--- config.mk ---
export PLATFORM = sky130hd
export DESIGN_NAME = hdmi_period_scheduler_flat
export DESIGN_NICKNAME = d
export VERILOG_FILES = /design/src/rtl/hdmi_pkg.sv /design/src/rtl/hdmi_period_scheduler_if.sv /design/src/rtl/video_timing_counter.sv /design/src/rtl/hdmi_period_scheduler.sv /design/src/flat_wrapper.sv
export SDC_FILE = /design/constraint.sdc
export NUM_CORES = 1
export LEC_CHECK = 0
export CORE_ASPECT_RATIO = 1.1
export CORE_MARGIN = 5
export CORE_UTILIZATION = 50
export DETAILED_ROUTE_END_ITERATION = 10
export MAX_ROUTING_LAYER = met4
export PLACE_DENSITY = 0.82
export RECOVER_POWER = 100
export SYNTH_ARGS = -nofsm -noshare
export SYNTH_HDL_FRONTEND = slang
export SYNTH_HIERARCHICAL = 1
export SYNTH_SLANG_ARGS = --single-unit
--- constraint.sdc ---
create_clock -name clk -period 5.8 [get_ports clk]
set_clock_uncertainty 0.05 [all_clocks]
set_input_delay 0.87 -clock clk [delete_from_list [all_inputs] [get_ports clk]]
set_output_delay 0.87 -clock clk [all_outputs]
set_load 0.02 [all_outputs]
--- src/rtl/hdmi_pkg.sv ---
// Shared constants, control-period codes and FSM state type for the HDMI
// period scheduler and its timing counter.
package hdmi_pkg;

  localparam int unsigned CntW        = 12;
  localparam int unsigned PreambleLen = 8;
  localparam int unsigned GuardLen    = 2;

  // Video guard-band symbols substituted downstream while guard is high.
  localparam logic [9:0] GuardCodeCh0 = 10'b1011001100;
  localparam logic [9:0] GuardCodeCh1 = 10'b0100110011;
  localparam logic [9:0] GuardCodeCh2 = 10'b1011001100;

  // Video preamble: CTL0=1, CTL1=0, CTL2=0, CTL3=0.
  localparam logic [1:0] PreambleCh1 = 2'b01;
  localparam logic [1:0] PreambleCh2 = 2'b00;

  typedef enum logic [2:0] {
    StIdle,
    StCtrl,
    StPreamble,
    StGuard,
    StVideo
  } period_state_e;

endpackage

--- src/rtl/hdmi_period_scheduler_if.sv ---
// Run enable plus the per-pixel period/control outputs of the scheduler.
interface hdmi_period_scheduler_if;

  logic                      en;
  logic                      de;
  logic [1:0]                ch0_c;
  logic [1:0]                ch1_c;
  logic [1:0]                ch2_c;
  logic                      guard;
  logic                      pix_req;
  logic [hdmi_pkg::CntW-1:0] pix_x;
  logic [hdmi_pkg::CntW-1:0] pix_y;
  logic                      frame_start;

  modport master (
    input  en,
    output de, ch0_c, ch1_c, ch2_c, guard, pix_req, pix_x, pix_y, frame_start
  );

  modport slave (
    output en,
    input  de, ch0_c, ch1_c, ch2_c, guard, pix_req, pix_x, pix_y, frame_start
  );

endinterface

--- src/rtl/video_timing_counter.sv ---
// Raster position counters with sync decode; exposes the next-cycle position so
// the owner can register outputs aligned to the counter.
module video_timing_counter
  import hdmi_pkg::*;
#(
  parameter int unsigned H_ACTIVE = 640,
  parameter int unsigned H_FP     = 16,
  parameter int unsigned H_SYNC   = 96,
  parameter int unsigned H_BP     = 48,
  parameter int unsigned V_ACTIVE = 480,
  parameter int unsigned V_FP     = 10,
  parameter int unsigned V_SYNC   = 2,
  parameter int unsigned V_BP     = 33
) (
  input  logic            clk,
  input  logic            resetn,
  input  logic            advance,
  output logic [CntW-1:0] h_nxt,
  output logic [CntW-1:0] v_nxt,
  output logic            hs_nxt,
  output logic            vs_nxt
);

  localparam logic [CntW-1:0] HLast      = CntW'(H_ACTIVE + H_FP + H_SYNC + H_BP - 1);
  localparam logic [CntW-1:0] HSyncStart = CntW'(H_ACTIVE + H_FP);
  localparam logic [CntW-1:0] HSyncEnd   = CntW'(H_ACTIVE + H_FP + H_SYNC);
  localparam logic [CntW-1:0] VLast      = CntW'(V_ACTIVE + V_FP + V_SYNC + V_BP - 1);
  localparam logic [CntW-1:0] VSyncStart = CntW'(V_ACTIVE + V_FP);
  localparam logic [CntW-1:0] VSyncEnd   = CntW'(V_ACTIVE + V_FP + V_SYNC);
  // Idle home position: first blank line, so line 0 gets a full lead-in.
  localparam logic [CntW-1:0] VHome      = CntW'(V_ACTIVE);

  logic [CntW-1:0] h_q, h_d;
  logic [CntW-1:0] v_q, v_d;

  always_comb begin
    h_d = h_q;
    v_d = v_q;
    if (!advance) begin
      h_d = '0;
      v_d = VHome;
    end else if (h_q == HLast) begin
      h_d = '0;
      v_d = (v_q == VLast) ? '0 : v_q + 1'b1;
    end else begin
      h_d = h_q + 1'b1;
    end
  end

  always_ff @(posedge clk or negedge resetn) begin
    if (!resetn) begin
      h_q <= '0;
      v_q <= VHome;
    end else begin
      h_q <= h_d;
      v_q <= v_d;
    end
  end

  assign h_nxt  = h_d;
  assign v_nxt  = v_d;
  assign hs_nxt = (h_d >= HSyncStart) && (h_d < HSyncEnd);
  assign vs_nxt = (v_d >= VSyncStart) && (v_d < VSyncEnd);

endmodule

--- src/rtl/hdmi_period_scheduler.sv ---
// Video timing generator and TMDS period sequencer (control, preamble, guard
// band, video) with a one-cycle-early pixel request.
module hdmi_period_scheduler
  import hdmi_pkg::*;
#(
  parameter int unsigned H_ACTIVE  = 640,
  parameter int unsigned H_FP      = 16,
  parameter int unsigned H_SYNC    = 96,
  parameter int unsigned H_BP      = 48,
  parameter int unsigned V_ACTIVE  = 480,
  parameter int unsigned V_FP      = 10,
  parameter int unsigned V_SYNC    = 2,
  parameter int unsigned V_BP      = 33,
  parameter bit          HSYNC_POL = 1'b0,
  parameter bit          VSYNC_POL = 1'b0,
  parameter bit          HDMI_MODE = 1'b1
) (
  input logic                     clk,
  input logic                     resetn,
  hdmi_period_scheduler_if.master bus
);

  localparam int unsigned     HTotal     = H_ACTIVE + H_FP + H_SYNC + H_BP;
  localparam logic [CntW-1:0] HLast      = CntW'(HTotal - 1);
  localparam logic [CntW-1:0] HActive    = CntW'(H_ACTIVE);
  localparam logic [CntW-1:0] PreStart   = CntW'(HTotal - PreambleLen - GuardLen);
  localparam logic [CntW-1:0] GuardStart = CntW'(HTotal - GuardLen);
  localparam logic [CntW-1:0] VLast      = CntW'(V_ACTIVE + V_FP + V_SYNC + V_BP - 1);
  localparam logic [CntW-1:0] VActive    = CntW'(V_ACTIVE);
  localparam logic [CntW-1:0] VActiveM1  = CntW'(V_ACTIVE - 1);
  localparam logic [1:0]      SyncIdle   = {~VSYNC_POL, ~HSYNC_POL};

  if (HDMI_MODE && (H_BP < PreambleLen + GuardLen)) begin : g_bp_check
    $error("H_BP too short to hold preamble and guard band in HDMI mode");
  end

  period_state_e   state_q, state_d;
  logic [CntW-1:0] h_nxt, v_nxt;
  logic            hs_nxt, vs_nxt;
  logic            advance;
  logic            line_on, next_line_on;

  assign advance = bus.en && (state_q != StIdle);

  video_timing_counter #(
    .H_ACTIVE (H_ACTIVE),
    .H_FP     (H_FP),
    .H_SYNC   (H_SYNC),
    .H_BP     (H_BP),
    .V_ACTIVE (V_ACTIVE),
    .V_FP     (V_FP),
    .V_SYNC   (V_SYNC),
    .V_BP     (V_BP)
  ) u_counter (
    .clk     (clk),
    .resetn  (resetn),
    .advance (advance),
    .h_nxt   (h_nxt),
    .v_nxt   (v_nxt),
    .hs_nxt  (hs_nxt),
    .vs_nxt  (vs_nxt)
  );

  assign line_on      = v_nxt < VActive;
  assign next_line_on = (v_nxt == VLast) || (v_nxt < VActiveM1);

  // State transitions are decided on the position the counter moves to.
  always_comb begin
    state_d = state_q;
    if (!bus.en) begin
      state_d = StIdle;
    end else begin
      unique case (state_q)
        StIdle: state_d = StCtrl;
        StCtrl: begin
          if (HDMI_MODE && (h_nxt == PreStart) && next_line_on) begin
            state_d = StPreamble;
          end else if (!HDMI_MODE && (h_nxt == '0) && line_on) begin
            state_d = StVideo;
          end
        end
        StPreamble: if (h_nxt == GuardStart) state_d = StGuard;
        StGuard:    if (h_nxt == '0)         state_d = StVideo;
        StVideo:    if (h_nxt == HActive)    state_d = StCtrl;
        default:    state_d = StIdle;
      endcase
    end
  end

  logic            de_d, guard_d, req_d, fs_d, wrap;
  logic [1:0]      ch0_d, ch1_d, ch2_d;
  logic [CntW-1:0] x_ahead, y_ahead, x_d, y_d;

  // Pixel request looks one position past the one the outputs move to.
  always_comb begin
    wrap    = h_nxt == HLast;
    x_ahead = wrap ? '0 : h_nxt + 1'b1;
    y_ahead = v_nxt;
    if (wrap) y_ahead = (v_nxt == VLast) ? '0 : v_nxt + 1'b1;

    de_d    = state_d == StVideo;
    guard_d = state_d == StGuard;
    ch1_d   = (state_d == StPreamble) ? PreambleCh1 : 2'b00;
    ch2_d   = (state_d == StPreamble) ? PreambleCh2 : 2'b00;
    ch0_d   = SyncIdle;
    if (state_d != StIdle) begin
      ch0_d = {vs_nxt ? VSYNC_POL : ~VSYNC_POL, hs_nxt ? HSYNC_POL : ~HSYNC_POL};
    end

    req_d = (state_d != StIdle) && (y_ahead < VActive) && (x_ahead < HActive);
    x_d   = req_d ? x_ahead : '0;
    y_d   = req_d ? y_ahead : '0;
    fs_d  = req_d && (x_ahead == '0) && (y_ahead == '0);
  end

  logic            de_q, guard_q, req_q, fs_q;
  logic [1:0]      ch0_q, ch1_q, ch2_q;
  logic [CntW-1:0] x_q, y_q;

  always_ff @(posedge clk or negedge resetn) begin
    if (!resetn) begin
      state_q <= StIdle;
      de_q    <= 1'b0;
      guard_q <= 1'b0;
      ch0_q   <= SyncIdle;
      ch1_q   <= 2'b00;
      ch2_q   <= 2'b00;
      req_q   <= 1'b0;
      x_q     <= '0;
      y_q     <= '0;
      fs_q    <= 1'b0;
    end else begin
      state_q <= state_d;
      de_q    <= de_d;
      guard_q <= guard_d;
      ch0_q   <= ch0_d;
      ch1_q   <= ch1_d;
      ch2_q   <= ch2_d;
      req_q   <= req_d;
      x_q     <= x_d;
      y_q     <= y_d;
      fs_q    <= fs_d;
    end
  end

  assign bus.de          = de_q;
  assign bus.guard       = guard_q;
  assign bus.ch0_c       = ch0_q;
  assign bus.ch1_c       = ch1_q;
  assign bus.ch2_c       = ch2_q;
  assign bus.pix_req     = req_q;
  assign bus.pix_x       = x_q;
  assign bus.pix_y       = y_q;
  assign bus.frame_start = fs_q;

endmodule

--- src/flat_wrapper.sv ---
// flat-port wrapper written by rule: the top's interface ports become plain ports
module hdmi_period_scheduler_flat import hdmi_pkg::*;
#(
  parameter int unsigned H_ACTIVE  = 640,
  parameter int unsigned H_FP      = 16,
  parameter int unsigned H_SYNC    = 96,
  parameter int unsigned H_BP      = 48,
  parameter int unsigned V_ACTIVE  = 480,
  parameter int unsigned V_FP      = 10,
  parameter int unsigned V_SYNC    = 2,
  parameter int unsigned V_BP      = 33,
  parameter bit          HSYNC_POL = 1'b0,
  parameter bit          VSYNC_POL = 1'b0,
  parameter bit          HDMI_MODE = 1'b1
)
  (clk, resetn, bus_en, bus_de, bus_ch0_c, bus_ch1_c, bus_ch2_c, bus_guard, bus_pix_req, bus_pix_x, bus_pix_y, bus_frame_start);
  hdmi_period_scheduler_if bus_i ();
  input logic clk;
  input logic resetn;
  input wire logic [$bits(bus_i.en)-1:0] bus_en;
  output wire logic [$bits(bus_i.de)-1:0] bus_de;
  output wire logic [$bits(bus_i.ch0_c)-1:0] bus_ch0_c;
  output wire logic [$bits(bus_i.ch1_c)-1:0] bus_ch1_c;
  output wire logic [$bits(bus_i.ch2_c)-1:0] bus_ch2_c;
  output wire logic [$bits(bus_i.guard)-1:0] bus_guard;
  output wire logic [$bits(bus_i.pix_req)-1:0] bus_pix_req;
  output wire logic [$bits(bus_i.pix_x)-1:0] bus_pix_x;
  output wire logic [$bits(bus_i.pix_y)-1:0] bus_pix_y;
  output wire logic [$bits(bus_i.frame_start)-1:0] bus_frame_start;
  assign bus_i.en = bus_en;
  assign bus_de = bus_i.de;
  assign bus_ch0_c = bus_i.ch0_c;
  assign bus_ch1_c = bus_i.ch1_c;
  assign bus_ch2_c = bus_i.ch2_c;
  assign bus_guard = bus_i.guard;
  assign bus_pix_req = bus_i.pix_req;
  assign bus_pix_x = bus_i.pix_x;
  assign bus_pix_y = bus_i.pix_y;
  assign bus_frame_start = bus_i.frame_start;
  hdmi_period_scheduler #(.H_ACTIVE(H_ACTIVE), .H_FP(H_FP), .H_SYNC(H_SYNC), .H_BP(H_BP), .V_ACTIVE(V_ACTIVE), .V_FP(V_FP), .V_SYNC(V_SYNC), .V_BP(V_BP), .HSYNC_POL(HSYNC_POL), .VSYNC_POL(VSYNC_POL), .HDMI_MODE(HDMI_MODE)) u_core (.clk(clk), .resetn(resetn), .bus(bus_i));
endmodule
# == Yosys cells after proc, flatten, opt, wreduce, memory -nomap -nowiden ==
# Cells that the tools add are included.
# word_totals
ff_bits,59
in_bits,3
out_inout_bits,34
wordCells,71
# op_classes
addsub,4
magnitude_cmp,7
n_eq_ne,14
n_mux,20
n_reduce_logical,15
# ops
cell,n
two-way mux 12 bit,10
"equality test 12 x 10 -> 1 bit, second input constant",7
"adder 12 x 1 -> 12 bit, second input constant",4
logical NOT 12 bit,3
"less-than comparator 12 x 9 -> 1 bit, second input constant",3
"less-than comparator 12 x 10 -> 1 bit, second input constant",2
two-way mux 3 bit,5
case mux 3 bit (5 select lines),1
"equality test 3 x 2 -> 1 bit, second input constant",4
"greater-or-equal comparator 12 x 10 -> 1 bit, second input constant",1
"greater-or-equal comparator 12 x 9 -> 1 bit, second input constant",1
logical AND 1 bit,8
"equality test 3 bit, second input constant",2
nonzero test 3 bit,2
"equality test 3 x 1 -> 1 bit, second input constant",1
logical NOT 3 bit,1
two-way mux 1 bit,3
two-way mux 2 bit,1
logical OR 1 bit,1

# == Longest topological paths before layout ==
# Gate-level depths: netlist of run 1.
# depth
depth_word,15
depth_mapped,16
depth_no_buf,14

# == By module ==
# The synthesis of run 1 kept the hierarchy.
# modules_own_cells
module,n_inst,cells_per_inst,area_per_inst_um2,seq_area_each_um2
hdmi_period_scheduler,1,235,2168.3,853.3
video_timing_counter,1,168,1550.2,605.6

# == Worst setup path before layout of run 1 ==
# OpenSTA, ideal clock, no wires.
# synth_path
kind,input -> register
from,in bus_en
to,reg u_core.x_q[0] (netlist: u_core/bus.pix_x[0])
setup_ns,0.144
t_arrival_ns,3.751
required_ns,5.606
path_slack_ns,1.855
path_stages,12
n_path_buf,2
path_cell_list,a21boi_0 > clkbuf_1 > o21ai_1 > a21oi_1 > ha_1 > and4_1 > nand4_1 > xor2_1 > or3_1 > nand4_1 > buf_2 > nor4_1
# synth_via
elab_chain_len,12
word_cells_on_any_way,29
cone_classes,2 x add/sub; 3 x order compare; 5 x eq/ne; 12 x mux; 7 x reduce/logical
# synth_lines
element,line,source
from (decl),flat_wrapper.sv:20,input wire logic [$bits(bus_i.en)-1:0] bus_en;
logical AND 1 bit (*),hdmi_period_scheduler.sv:43,assign advance = bus.en && (state_q != StIdle);
two-way mux 12 bit (*),video_timing_counter.sv:39,if (!advance) begin
net u_core.v_nxt[1],hdmi_period_scheduler.sv:38,"logic [CntW-1:0] h_nxt, v_nxt;"
branches (longest 7 deep; another with adder 12 x 1 -> 12 bit),-,
logical AND 1 bit (*) (2 in a row),hdmi_period_scheduler.sv:110,req_d = (state_d != StIdle) && (y_ahead < VActive) && (x_ahead < HActive);
two-way mux 12 bit (*),hdmi_period_scheduler.sv:111,x_d = req_d ? x_ahead : '0;
net u_core.x_d[0],hdmi_period_scheduler.sv:92,"logic [CntW-1:0] x_ahead, y_ahead, x_d, y_d;"
to (signal assigned),hdmi_period_scheduler.sv:129,x_q <= '0;
to (signal assigned),hdmi_period_scheduler.sv:140,x_q <= x_d;
to (decl),hdmi_period_scheduler.sv:118,"logic [CntW-1:0] x_q, y_q;"
# Mark *: on every way through the listed nets, which the timed path passes.

# == Final worst setup path of run 1 ==
# layout_path
from,in bus_en
to,reg u_core.x_q[8] (netlist: u_core/bus.pix_x[8])
# layout_via
elab_chain_len,12
word_cells_on_any_way,29
cone_classes,2 x add/sub; 3 x order compare; 5 x eq/ne; 12 x mux; 7 x reduce/logical
# layout_lines
element,line,source
logical AND 1 bit (*),hdmi_period_scheduler.sv:43,
net u_core.advance,hdmi_period_scheduler.sv:40,logic advance;
two-way mux 12 bit (*),video_timing_counter.sv:39,
net u_core.v_nxt[1],hdmi_period_scheduler.sv:38,
branches (longest 7 deep; another with adder 12 x 1 -> 12 bit),-,
logical AND 1 bit (*) (2 in a row),hdmi_period_scheduler.sv:110,
two-way mux 12 bit (*),hdmi_period_scheduler.sv:111,
net u_core.x_d[8],hdmi_period_scheduler.sv:92,
# Marks and branches as above.

==> results of run 1 <==
final cells by class:
type / count / area share
multi-input cells: 309 / 0.4855
flip-flops and latches: 58 / 0.3462
well taps: 87 / 0.02583
inverters: 13 / 0.01158
clock buffers: 13 / 0.04008
clock inverters: 2 / 0.008314
repair buffers: 38 / 0.08254
cells in the mapped netlist (all sizes together) (2+ instances only):
cell type and number:
and4 10, o211ai 2, o211a 2, and4b 4, and2 10, a2111oi 3
dfstp 6, nand2b 2, mux2i 2, nor2b 3, o21ai 7, o22ai 2
o21a 6, or3 2, nand2 33, a21boi 6, nand3 24, nand4 13
o2111ai 2, or2 2, xor2 19, and3 11, ha 9, nor4 9
nor4bb 2, nor3b 3, inv 13, buf 19, dfrtp 52, a211oi 2
and2b 2, nor2 33, or4 2, a31oi 5, nor3 26, nor4b 2
a21oi 6, xnor2 19, clkbuf 11
critical path, stage by stage:
cell and delay (ns):
dlygate4sd3_1 0.59, a21boi_0 0.19, buf_4 0.21, o21ai_0 0.29, a21oi_1 0.54, ha_1 0.37
and4_1 0.28, nand4_1 0.22, xor2_1 0.20, or3_1 0.13, nand4_1 0.69, nor4_1 0.53
placed cells by master, fill, tap and decap left out, types with 12 or more instances in the layout:
master	instances
xnor2_1	19
inv_1	13
dfrtp_1	52
xor2_1	19
dlygate4sd3_1	32
nor2_1	33
nor3_1	24
nand3_1	24
nand2_1	33
nand4_1	12
clkbuf_8	12
worst paths after layout:
| check | to | startpoint | slack [ns] |
|---|---|---|---|
| hold reg to reg | u_core/bus.ch0_c[1] | u_core/u_counter/v_q[11] | 0.60 |
| hold / removal | u_core/bus.ch0_c[1] | u_core/u_counter/v_q[11] | 0.60 |
| setup reg to reg | u_core/bus.pix_x[8] | u_core/u_counter/h_q[0] | 1.06 |
| setup / recovery | u_core/bus.pix_x[8] | bus_en | 0.86 |
| min in group asynchronous | u_core/u_counter/h_q[10] | resetn | 1.58 |
| max in group asynchronous | u_core/bus.pix_y[5] | resetn | 2.41 |
report_power, final:
part	total (uW)	switching, uW	internal, uW
Combinational	28.4	21.3	7.12
Sequential	409	1.43	408
Clock	378	148	231
metrics by stage:
stage | worst slack [ns] | hold slack [ns] | area [um^2] | power, uW
2_1_floorplan | 1.855 | 0.4767 | 3745 | 430.8
3_3_place_gp | 0.9969 | 0.5764 | 4039 | 445.9
3_5_place_dp | 0.7918 | 0.5914 | 4039 | 446.7
4_1_cts | 1.146 | 0.6080 | 4243 | 828.9
5_1_grt | 0.4848 | 0.6465 | 4214 | 845.4
6_report | 0.8558 | 0.6038 | 4214 | 815.7
state kept, by name, indices dropped and copies added (netlist names), 2 cells and up:
name,flops
u_core/bus.pix_y,12
u_core/bus.ch0_c,2
u_core/bus.pix_x,12
u_core/state_q,3
u_core/u_counter/v_q,12
u_core/u_counter/h_q,12
routing by layer:
layer | vias to the layer above | GRT usage | part of all wire | routed length [um]
met5 | - | - | 0 | 0
li1 | 1486 | - | - | -
met1 | 1530 | 0.2626 | 0.42 | 3817
met2 | 171 | 0.3511 | 0.49 | 4508
met4 | 0 | 0.09029 | 0.028 | 254
met3 | 27 | 0.03286 | 0.066 | 609
kinds of logic (layout without fill, tap and decap cells):
kind of cell | Yosys count | after routing | synth area share
other | 1 | 8 | 0.001008
muxes | 3 | 3 | 0.008412
adders and majority gates | 9 | 9 | 0.03028
xor gates and xnor gates | 38 | 38 | 0.08950
buffers and inverters | 43 | 66 | 0.06090
AOI/OAI and AO/OA | 55 | 55 | 0.1110
and+or+nand+nor | 196 | 196 | 0.3065
DFF | 58 | 58 | 0.3923
==> flow_summary.yaml, run 1 <==
run_status:
  status: "complete, but fails checks"
  violations: "capacitance limit, slew limit"
die:
  die_x_um: 92.23
  die_area_mm2: 0.009264
  rows: 33
  core_mm2: 0.007350
  pin_count: 37
  initial_utilization: 0.5060
  die_y_um: 100.5
final_layout:
  fillers: 645
  multi_input_area_mm2: 0.002046
  area_growth_pct: 13.32
  num_antenna_cells: 0
  drive_gt1_frac: 0.09007
  layout.nets: 441
  regArea_mm2: 0.001459
  finalNonFillerCells: 520
  utilization: 0.5734
yosys:
  syn_avg_cell_area_um2: 9.227
  seq_area_frac_synth: 0.3923
  synth_top_area_frac: 0.3499
  ys_seq_elements: 58
  synth_top_cell_by_area: "dfrtp_1"
  yosys.cell_types.count: 72
  synth_area_mm2: 0.003719
  netlist_instances: 403
  async_flop_share: 1.000
  synth_ff_type: "dfrtp_1"
  yosys_warnings: 6
  synth_edf_count: 0
  synth_area_leaders: "dfrtp_1 35%, xnor2_1 4.5%, xor2_1 4.5%"
clock_network:
  clk_latency_ns: 0.33
  post_cts_buffers: 0
  clock-sinks: 58
  clock-root-buffer: "clkbuf_8"
  ctsHoldBuffers: 0
  post_cts_resized: 0
  cts_max_path_buffers: 2
  clkTransAtPathRegs_ns: 0.06
  numCtsBuffers: 9
  htree_num_levels: 3
  cts_tree: "yes"
sta:
  tightest_slew_ns: 3.031
  fin_crit_ns: 4.944
  tns_ns: 0
  fmax_ghz: 0.2023
  slew_headroom: -1.020
  rsz0062_at_grt: "no"
  finalSetupViolations: 0
  drv_slew: 59
  min_period_over_period: 0.8524
  final-hold-violation-count: 0
setup_path:
  cp.required_ns: 5.96
  cp.arrival_ns: 5.11
  end_kind: "flip-flop"
  path_max_fanout: 21
  critPathLaunchType: "input pin"
  ff2ff_path_depth: 12
  timing_worst_setup_path_type: "input pin to flip-flop"
routing:
  drcViolationCount: 0
  routed_wl_um: 9189
  wl_per_cell_um: 17.67
  vias: 3214
  ant_nets: 0
  dr.pass1.iters: 4
  drt-vias-per-instance: 6.181
  drtIter0Drc: 286
power:
  powerDensity_mw_per_mm2: 193.6
  p_leak_uw: 0.001780
  worst_ir_drop_vdd_mv: 0.1476
grt:
  grt_overflow: 0
  grt_start_max_net_pins: 59
  antenna_found_initial: 0
  grt_pass1_vias: 3084
  grt_pass1_wl_um: 15340
  track_usage: 0.2132
placed_design:
  portBuffers: 33
  dp_hpwl_um: 6370
  dp_cells: 505
  place_congestion: 0.9684
run:
  cap_violations: 1
min_path:
  hold_path_class: "flip-flop to flip-flop"
  hold_depth: 4
Note: power is estimated with default switching activity, not from simulation.
==> run 2: changes to the inputs <==
--- a/config.mk
+++ b/config.mk
@@ -12,6 +12,7 @@
 export MAX_ROUTING_LAYER = met4
 export PLACE_DENSITY = 0.82
 export RECOVER_POWER = 100
+export SETUP_SLACK_MARGIN = 0.4
 export SYNTH_ARGS = -nofsm -noshare
 export SYNTH_HDL_FRONTEND = slang
 export SYNTH_HIERARCHICAL = 1
==> results of run 2 <==
Final layout, timing and power as in run 1 (identical DEF).
